$ cat src/rtl/laser310_pkg.sv
// Shared constants and state encoding for the Laser310 VZ image loader.
package laser310_pkg;

    localparam logic [7:0]  VZ_TYPE_BASIC = 8'hF0;
    localparam logic [7:0]  VZ_TYPE_BIN   = 8'hF1;

    // Magic bytes in file order, byte 0 in the top lane
    localparam logic [31:0] MAGIC_VZF0    = 32'h565A_4630;
    localparam logic [31:0] MAGIC_ALT     = 32'h2020_0000;

    localparam logic [15:0] HDR_TYPE_OFS  = 16'd21;
    localparam logic [15:0] HDR_LO_OFS    = 16'd22;

    typedef enum logic [3:0] {
        S_IDLE,
        S_HDR,
        S_DATA,
        S_WR,
        S_PATCH0,
        S_PATCH1,
        S_PATCH2,
        S_PATCH3,
        S_DONE,
        S_ERR
    } vz_state_t;

    function automatic logic [7:0] magic_byte(
        input logic [31:0] m,
        input logic [1:0]  idx
    );
        logic [7:0] b;
        unique case (idx)
            2'd0:    b = m[31:24];
            2'd1:    b = m[23:16];
            2'd2:    b = m[15:8];
            default: b = m[7:0];
        endcase
        return b;
    endfunction

endpackage

$ cat src/rtl/vz_image_loader.sv
// Parses a VZ image from the hps ioctl stream, writes its payload into
// Laser310 RAM and patches the BASIC end pointer or USR vector afterwards.
module vz_image_loader
    import laser310_pkg::*;
#(
    parameter logic [7:0]  VZ_INDEX      = 8'd1,
    parameter int          HDR_LEN       = 24,
    parameter logic [15:0] PTR_BASIC_END = 16'h78F9,
    parameter logic [15:0] PTR_USR       = 16'h788E,
    parameter bit          CHECK_MAGIC   = 1'b1
) (
    input  logic        CLK42MHZ,
    input  logic        RESET,
    input  logic        dn_download,
    input  logic [7:0]  dn_index,
    input  logic        dn_wr,
    input  logic [15:0] dn_addr,
    input  logic [7:0]  dn_data,
    output logic        dn_wait,
    output logic [15:0] ram_addr,
    output logic [7:0]  ram_wdata,
    output logic        ram_we,
    input  logic        ram_ack,
    output logic        busy,
    output logic        load_done,
    output logic        load_err,
    output logic [7:0]  vz_type,
    output logic [15:0] vz_start
);

    localparam logic [15:0] HDR_LAST = 16'(HDR_LEN - 1);

    vz_state_t   state, state_n;
    logic        active, active_q, rise, fall;
    logic [15:0] cnt, cnt_n, cnt_inc;
    logic [15:0] wptr, wptr_n;
    logic [7:0]  vz_type_n;
    logic [15:0] vz_start_n;
    logic [15:0] ram_addr_n;
    logic [7:0]  ram_wdata_n;
    logic        ram_we_n, dn_wait_n, load_err_n;
    logic        mag_vz, mag_vz_n, mag_alt, mag_alt_n;
    logic        type_ok, magic_ok, is_basic;
    logic [15:0] patch_base, patch_val;
    logic        unused_addr;

    // Bytes are consumed in strobe order; the file offset carries no information
    assign unused_addr = ^dn_addr;

    assign active  = dn_download && (dn_index == VZ_INDEX);
    assign rise    = active && !active_q;
    assign fall    = !active && active_q;
    assign cnt_inc = (cnt == 16'hFFFF) ? cnt : cnt + 16'd1;

    assign type_ok  = (vz_type == VZ_TYPE_BASIC) || (vz_type == VZ_TYPE_BIN);
    assign magic_ok = !CHECK_MAGIC || mag_vz || mag_alt;
    assign is_basic = (vz_type == VZ_TYPE_BASIC);

    assign patch_base = is_basic ? PTR_BASIC_END : PTR_USR;
    assign patch_val  = is_basic ? wptr : vz_start;

    assign busy      = !(state inside {S_IDLE, S_DONE, S_ERR});
    assign load_done = (state == S_DONE);

    always_ff @(posedge CLK42MHZ or negedge RESET) begin
        if (!RESET) begin
            state     <= S_IDLE;
            active_q  <= 1'b0;
            cnt       <= '0;
            wptr      <= '0;
            vz_type   <= '0;
            vz_start  <= '0;
            ram_addr  <= '0;
            ram_wdata <= '0;
            ram_we    <= 1'b0;
            dn_wait   <= 1'b0;
            load_err  <= 1'b0;
            mag_vz    <= 1'b0;
            mag_alt   <= 1'b0;
        end else begin
            state     <= state_n;
            active_q  <= active;
            cnt       <= cnt_n;
            wptr      <= wptr_n;
            vz_type   <= vz_type_n;
            vz_start  <= vz_start_n;
            ram_addr  <= ram_addr_n;
            ram_wdata <= ram_wdata_n;
            ram_we    <= ram_we_n;
            dn_wait   <= dn_wait_n;
            load_err  <= load_err_n;
            mag_vz    <= mag_vz_n;
            mag_alt   <= mag_alt_n;
        end
    end

    always_comb begin
        state_n     = state;
        cnt_n       = cnt;
        wptr_n      = wptr;
        vz_type_n   = vz_type;
        vz_start_n  = vz_start;
        ram_addr_n  = ram_addr;
        ram_wdata_n = ram_wdata;
        ram_we_n    = ram_we;
        dn_wait_n   = dn_wait;
        load_err_n  = load_err;
        mag_vz_n    = mag_vz;
        mag_alt_n   = mag_alt;

        unique case (state)
            S_IDLE: begin
                if (rise) begin
                    state_n    = S_HDR;
                    cnt_n      = '0;
                    load_err_n = 1'b0;
                    mag_vz_n   = 1'b1;
                    mag_alt_n  = 1'b1;
                end
            end
            S_HDR: begin
                if (dn_wr) begin
                    cnt_n = cnt_inc;
                    if (cnt < 16'd4) begin
                        mag_vz_n  = mag_vz &&
                            (dn_data == magic_byte(MAGIC_VZF0, cnt[1:0]));
                        mag_alt_n = mag_alt &&
                            (dn_data == magic_byte(MAGIC_ALT, cnt[1:0]));
                    end
                    if (cnt == HDR_TYPE_OFS)
                        vz_type_n = dn_data;
                    if (cnt == HDR_LO_OFS)
                        vz_start_n[7:0] = dn_data;
                    if (cnt == HDR_LAST) begin
                        vz_start_n[15:8] = dn_data;
                        wptr_n = {dn_data, vz_start[7:0]};
                        state_n = (type_ok && magic_ok) ? S_DATA : S_ERR;
                    end
                end else if (fall) begin
                    state_n = S_ERR;
                end
            end
            S_DATA: begin
                if (dn_wr) begin
                    cnt_n       = cnt_inc;
                    ram_addr_n  = wptr;
                    ram_wdata_n = dn_data;
                    ram_we_n    = 1'b1;
                    dn_wait_n   = 1'b1;
                    state_n     = S_WR;
                end else if (fall) begin
                    state_n = S_PATCH0;
                end
            end
            S_WR: begin
                // A strobe here means hps ignored dn_wait; the byte is lost
                if (dn_wr)
                    load_err_n = 1'b1;
                if (ram_ack) begin
                    ram_we_n  = 1'b0;
                    dn_wait_n = 1'b0;
                    wptr_n    = wptr + 16'd1;
                    state_n   = active ? S_DATA : S_PATCH0;
                end
            end
            S_PATCH0: begin
                ram_addr_n  = patch_base;
                ram_wdata_n = patch_val[7:0];
                ram_we_n    = 1'b1;
                state_n     = S_PATCH1;
            end
            S_PATCH1: begin
                if (ram_ack) begin
                    ram_we_n = 1'b0;
                    state_n  = S_PATCH2;
                end
            end
            S_PATCH2: begin
                ram_addr_n  = patch_base + 16'd1;
                ram_wdata_n = patch_val[15:8];
                ram_we_n    = 1'b1;
                state_n     = S_PATCH3;
            end
            S_PATCH3: begin
                if (ram_ack) begin
                    ram_we_n = 1'b0;
                    state_n  = S_DONE;
                end
            end
            S_DONE: begin
                state_n = S_IDLE;
            end
            S_ERR: begin
                ram_we_n  = 1'b0;
                dn_wait_n = 1'b0;
                state_n   = S_IDLE;
            end
            default: begin
                state_n = S_IDLE;
            end
        endcase

        if (state_n == S_ERR)
            load_err_n = 1'b1;
    end

endmodule

$ cat config.mk
export PLATFORM = sky130hd
export DESIGN_NAME = vz_image_loader
export DESIGN_NICKNAME = d
export VERILOG_FILES = /design/src/rtl/laser310_pkg.sv /design/src/rtl/vz_image_loader.sv
export SDC_FILE = /design/constraint.sdc
export NUM_CORES = 1
export LEC_CHECK = 0
export BUFFER_PORTS_ARGS = -buffer_cell sky130_fd_sc_hd__buf_2
export CAP_MARGIN = 20
export CELL_PAD_IN_SITES_DETAIL_PLACEMENT = 1
export CELL_PAD_IN_SITES_GLOBAL_PLACEMENT = 1
export CORE_ASPECT_RATIO = 0.5
export CORE_MARGIN = 2
export CORE_UTILIZATION = 30
export CTS_CLUSTER_DIAMETER = 100
export DETAILED_ROUTE_END_ITERATION = 7
export PLACE_DENSITY = 0.69
export SLEW_MARGIN = 10
export SYNTH_ARGS = -nofsm -noshare
export SYNTH_HDL_FRONTEND = slang
export SYNTH_SLANG_ARGS = --single-unit
export TNS_END_PERCENT = 50
$ cat constraint.sdc
create_clock -name CLK42MHZ -period 2.9 [get_ports CLK42MHZ]
set_input_delay 0.145 -clock CLK42MHZ [delete_from_list [all_inputs] [get_ports CLK42MHZ]]
set_output_delay 0.145 -clock CLK42MHZ [all_outputs]
set_load 0.005 [all_outputs]
==> key figures <==
Run status
  – Outcome: complete, no violations

CTS
  – Clock slew at reported path FFs: 0.07 ns
  – CTS H-tree lvls: 3
  – CTS max path bufs: 2
  – Post-CTS sizing: 0
  – Clock sink count: 90
  – Clock root buffer: clkbuf_16
  – TritonCTS Buffers: 9
  – Worst-skew pair later-pin latency: 0.34 ns
  – CTS tree: built

Global route
  – Met1 Resource Use GR: 23.6%
  – Gr usage total: 18.1%
  – First-pass GRT wire length: 24100 µm
  – Grt ovf: 0
  – Vias in the first global route: 4430
  – Largest net degree at the start of global routing: 49
  – GR met3 Demand/Resource: 3.97%
  – Initial antenna violation count: 0
  – Global routing's busiest layer: met2
  – Met2 Use GR: 30.5%

Die
  – Placement row count: 32
  – Die width: 182 µm
  – I/O pins: 90
  – DIE AREA: 0.0170 mm²
  – Initial core utilization: 30.8%
  – Core area: 0.0155 mm²
  – DIE HEIGHT: 93.1 µm

STA
  – Setup_tns: 0 ns
  – Slew at the pin closest to its max-slew limit: 0.727 ns
  – Max frequency: 0.388 GHz
  – RSZ-0062 raised after global routing: false
  – Final-report hold violation count: 0
  – Period utilization: 88.9%
  – Hold Slack: 0.143 ns
  – Count of pins over their slew limit: 0
  – Clock skew: 0.00900 ns
  – Minimum clock period: 2.58 ns
  – Final setup vio count: 0
  – Rel. slew slack: 51.3%

Critical path
  – R2r setup slk: 0.32 ns
  – Worst R2R Path Depth: 7
  – Worst path max stage delay: 0.65 ns
  – Req. time, crit path: 3.14 ns
  – Critical path startpoint category: flop
  – CP Cell Sequence: ha_1 -> nand3_1 -> or3_1 -> or4_1 -> nand2_1 -> nor3_1 -> a21o_1
  – Crit-path slowest cell: or4_1
  – Crit path from: cnt[0]
  – CP Capture Point: cnt[0]
  – R2r startpoint: cnt[0]
  – FF-to-FF End: cnt[0]
  – Crit. End Element: flop
  – Setup Crit Path Kind: reg -> reg
  – Worst-path fanout max: 14
  – Critical Path AT: 2.81 ns

Yosys
  – FF+latch count, synth: 90
  – Total of warnings raised by yosys: 0
  – Post-synthesis cell count: 509
  – Synth Net Count: 552
  – Synthesized area per cell: 9.36 µm²
  – Register area share after synthesis: 47.3%
  – Post-Syn Area: 0.00476 mm²
  – Number of enable flip-flop cells after synthesis: 0
  – Async S/R FF share, synth: 100%
  – Distinct cell type count after synthesis: 53
  – Main synth FF type: dfrtp_1

Power
  – Final Power: 4100 µW
  – Leakage: 0.00268 µW
  – Peak supply drop: 0.000311 V
  – Pwr dens: 720 mW/mm²

Route
  – Drt drc: 0
  – Antenna viol nets, final: 0
  – DR iter-0 viols: 247
  – Pre-Repair DR Iteration Count: 4
  – WL final: 14600 µm
  – DR vias/cell: 5.34
  – Vias after detailed routing: 4196
  – Drt wl/cell: 18.6 µm

Placed design
  – PortBufs: 73
  – Dpl hpwl: 10300 µm
  – Final GP Congestion: 0.846

Final layout
  – Filler cells: 1825
  – Nets@finish: 621
  – Register area: 0.00225 mm²
  – Synthesis-to-layout area growth: 19.5%
  – Area of the multi-input gates: 0.00236 mm²
  – Proportion of layout cells with a drive suffix above 1: 19.4%
  – Ant. Diodes: 0

Run
  – Max-cap violations: 0

Worst hold path
  – Hold Path Class: in -> reg
[repair_timing]
action	4_1_cts	5_1_grt
hold buffers	1	0
hold endpoints to repair	42	0
setup buffers	0	0
[critical path, delay by kind of cell (launching register included)]
| family | cells | cell delay (ns) |
|---|---|---|
| adders and majority gates | 1 | 0.36 |
| AOI/OAI and AO/OA | 1 | 0.15 |
| DFF | 1 | 0.50 |
| and+or+nand+nor | 5 | 1.48 |
[worst min path at each step]
stage	start	end	slack, ns	cells past startpoint
after global placement	RESET	cnt[13]	0.19	1
final	dn_data[0]	vz_start[0]	0.14	2
after CTS	dn_data[0]	vz_start[0]	0.14	2
after floorplan	RESET	active_q	-0.15	0
after global routing	dn_data[0]	vz_start[0]	0.14	2
after detailed placement	RESET	cnt[13]	0.20	1
[layer usage]
layer,vias to the layer above,part of all wire (%)
met2,73,48
met4,0,1.5
met3,16,3.5
li1,1990,-
met1,2117,47
met5,-,0
[power breakdown]
part           internal [µW]  switching, µW  total [µW]
clock network            711            497        1210
registers               1470            255        1730
logic                    465            703        1170
total                   2650           1450        4100
[metrics by stage]
stage               cells  util (%)  cell area (µm²)  setup slack (ns)
floorplan             509         -             4760             0.729
global placement      770      34.8             5380             0.391
detailed placement    770      34.8             5380             0.359
CTS                   786      36.8             5690             0.327
global route          786      36.8             5690             0.131
finish                786      36.8             5690             0.323
[state kept, by name, summed over array words and instances, names as in the netlist, 4 cells and up]
signal and flops:
vz_type 8, state 4, vz_start 16, ram_wdata 8, cnt 16, ram_addr 16, wptr 16
[layout by cell type, fill, tap and decap left out, drive strengths merged, types with 3 or more instances in the layout]
master,netlist,final
dfrtp,90,90
buf,7,86
nand2,66,66
nor2,54,54
o21ai,31,31
a21oi,27,27
nand3,27,27
mux2,24,24
xor2,15,15
nand4,13,13
a22oi,11,11
clkbuf,22,11
a221oi,10,10
and3,9,9
nor3,9,9
a22o,8,8
o22ai,8,8
inv,8,8
mux2i,7,7
nor4,6,6
ha,6,6
a31oi,5,5
nor2b,5,5
and4,4,4
nand2b,4,4
or4,4,4
xnor2,3,3
a311oi,3,3
[Yosys cell counts, types with 2 or more instances]
master    instances  area share [%]
and3_1            9             1.2
inv_1             8            0.63
nand3_1          26             2.7
nand2b_1          4            0.53
a21o_1            2            0.32
o21ai_0          24             2.5
nor3_2            2            0.42
a21oi_1          27             2.8
ha_1              6             1.6
a311oi_1          3            0.55
or4_1             3            0.47
mux2_1           24             5.7
dfrtp_1          90              47
nor4_1            6            0.79
o31ai_1           2            0.32
nand2_2           3            0.39
or3_1             2            0.26
o22ai_1           8             1.1
xnor2_1           3            0.55
nor2b_1           5            0.66
nand4_1          13             1.7
mux2i_1           7             1.5
a22o_1            8             1.5
buf_2             4            0.42
xor2_1           15             2.8
and2_1            2            0.26
nor2_1           52             4.1
a211oi_1          2            0.32
a32o_1            2            0.42
nor3_1            7            0.74
o21ai_1           7            0.74
nand2_1          63             5.0
nor3b_1           2            0.32
a221oi_1         10             1.8
a31oi_1           5            0.66
and4_1            4            0.74
clkbuf_1         22             1.7
buf_1             2            0.16
a22oi_1          11             1.7
[final cells by class]
type | count | share of cell area [%]
Sequential cell | 90 | 39.6
Clock buffer | 11 | 4.44
Inverter | 8 | 0.527
Multi-Input combinational cell | 382 | 41.5
Timing Repair Buffer | 87 | 8.57
Clock inverter | 4 | 0.901
Tap cell | 204 | 4.48
[cells by family (layout without fill, tap and decap cells)]
| logic type | Yosys count | in the layout | share of synthesized area (%) |
|---|---|---|---|
| AOI/OAI and AO/OA | 117 | 117 | 15.9 |
| adders and majority gates | 6 | 6 | 1.58 |
| and+or+nand+nor | 210 | 210 | 21.6 |
| xor gates and xnor gates | 18 | 18 | 3.31 |
| buffers and inverters | 37 | 110 | 3.18 |
| DFF | 90 | 90 | 47.3 |
| muxes | 31 | 31 | 7.14 |
No activity file was read; power rests on OpenSTA's default activity.
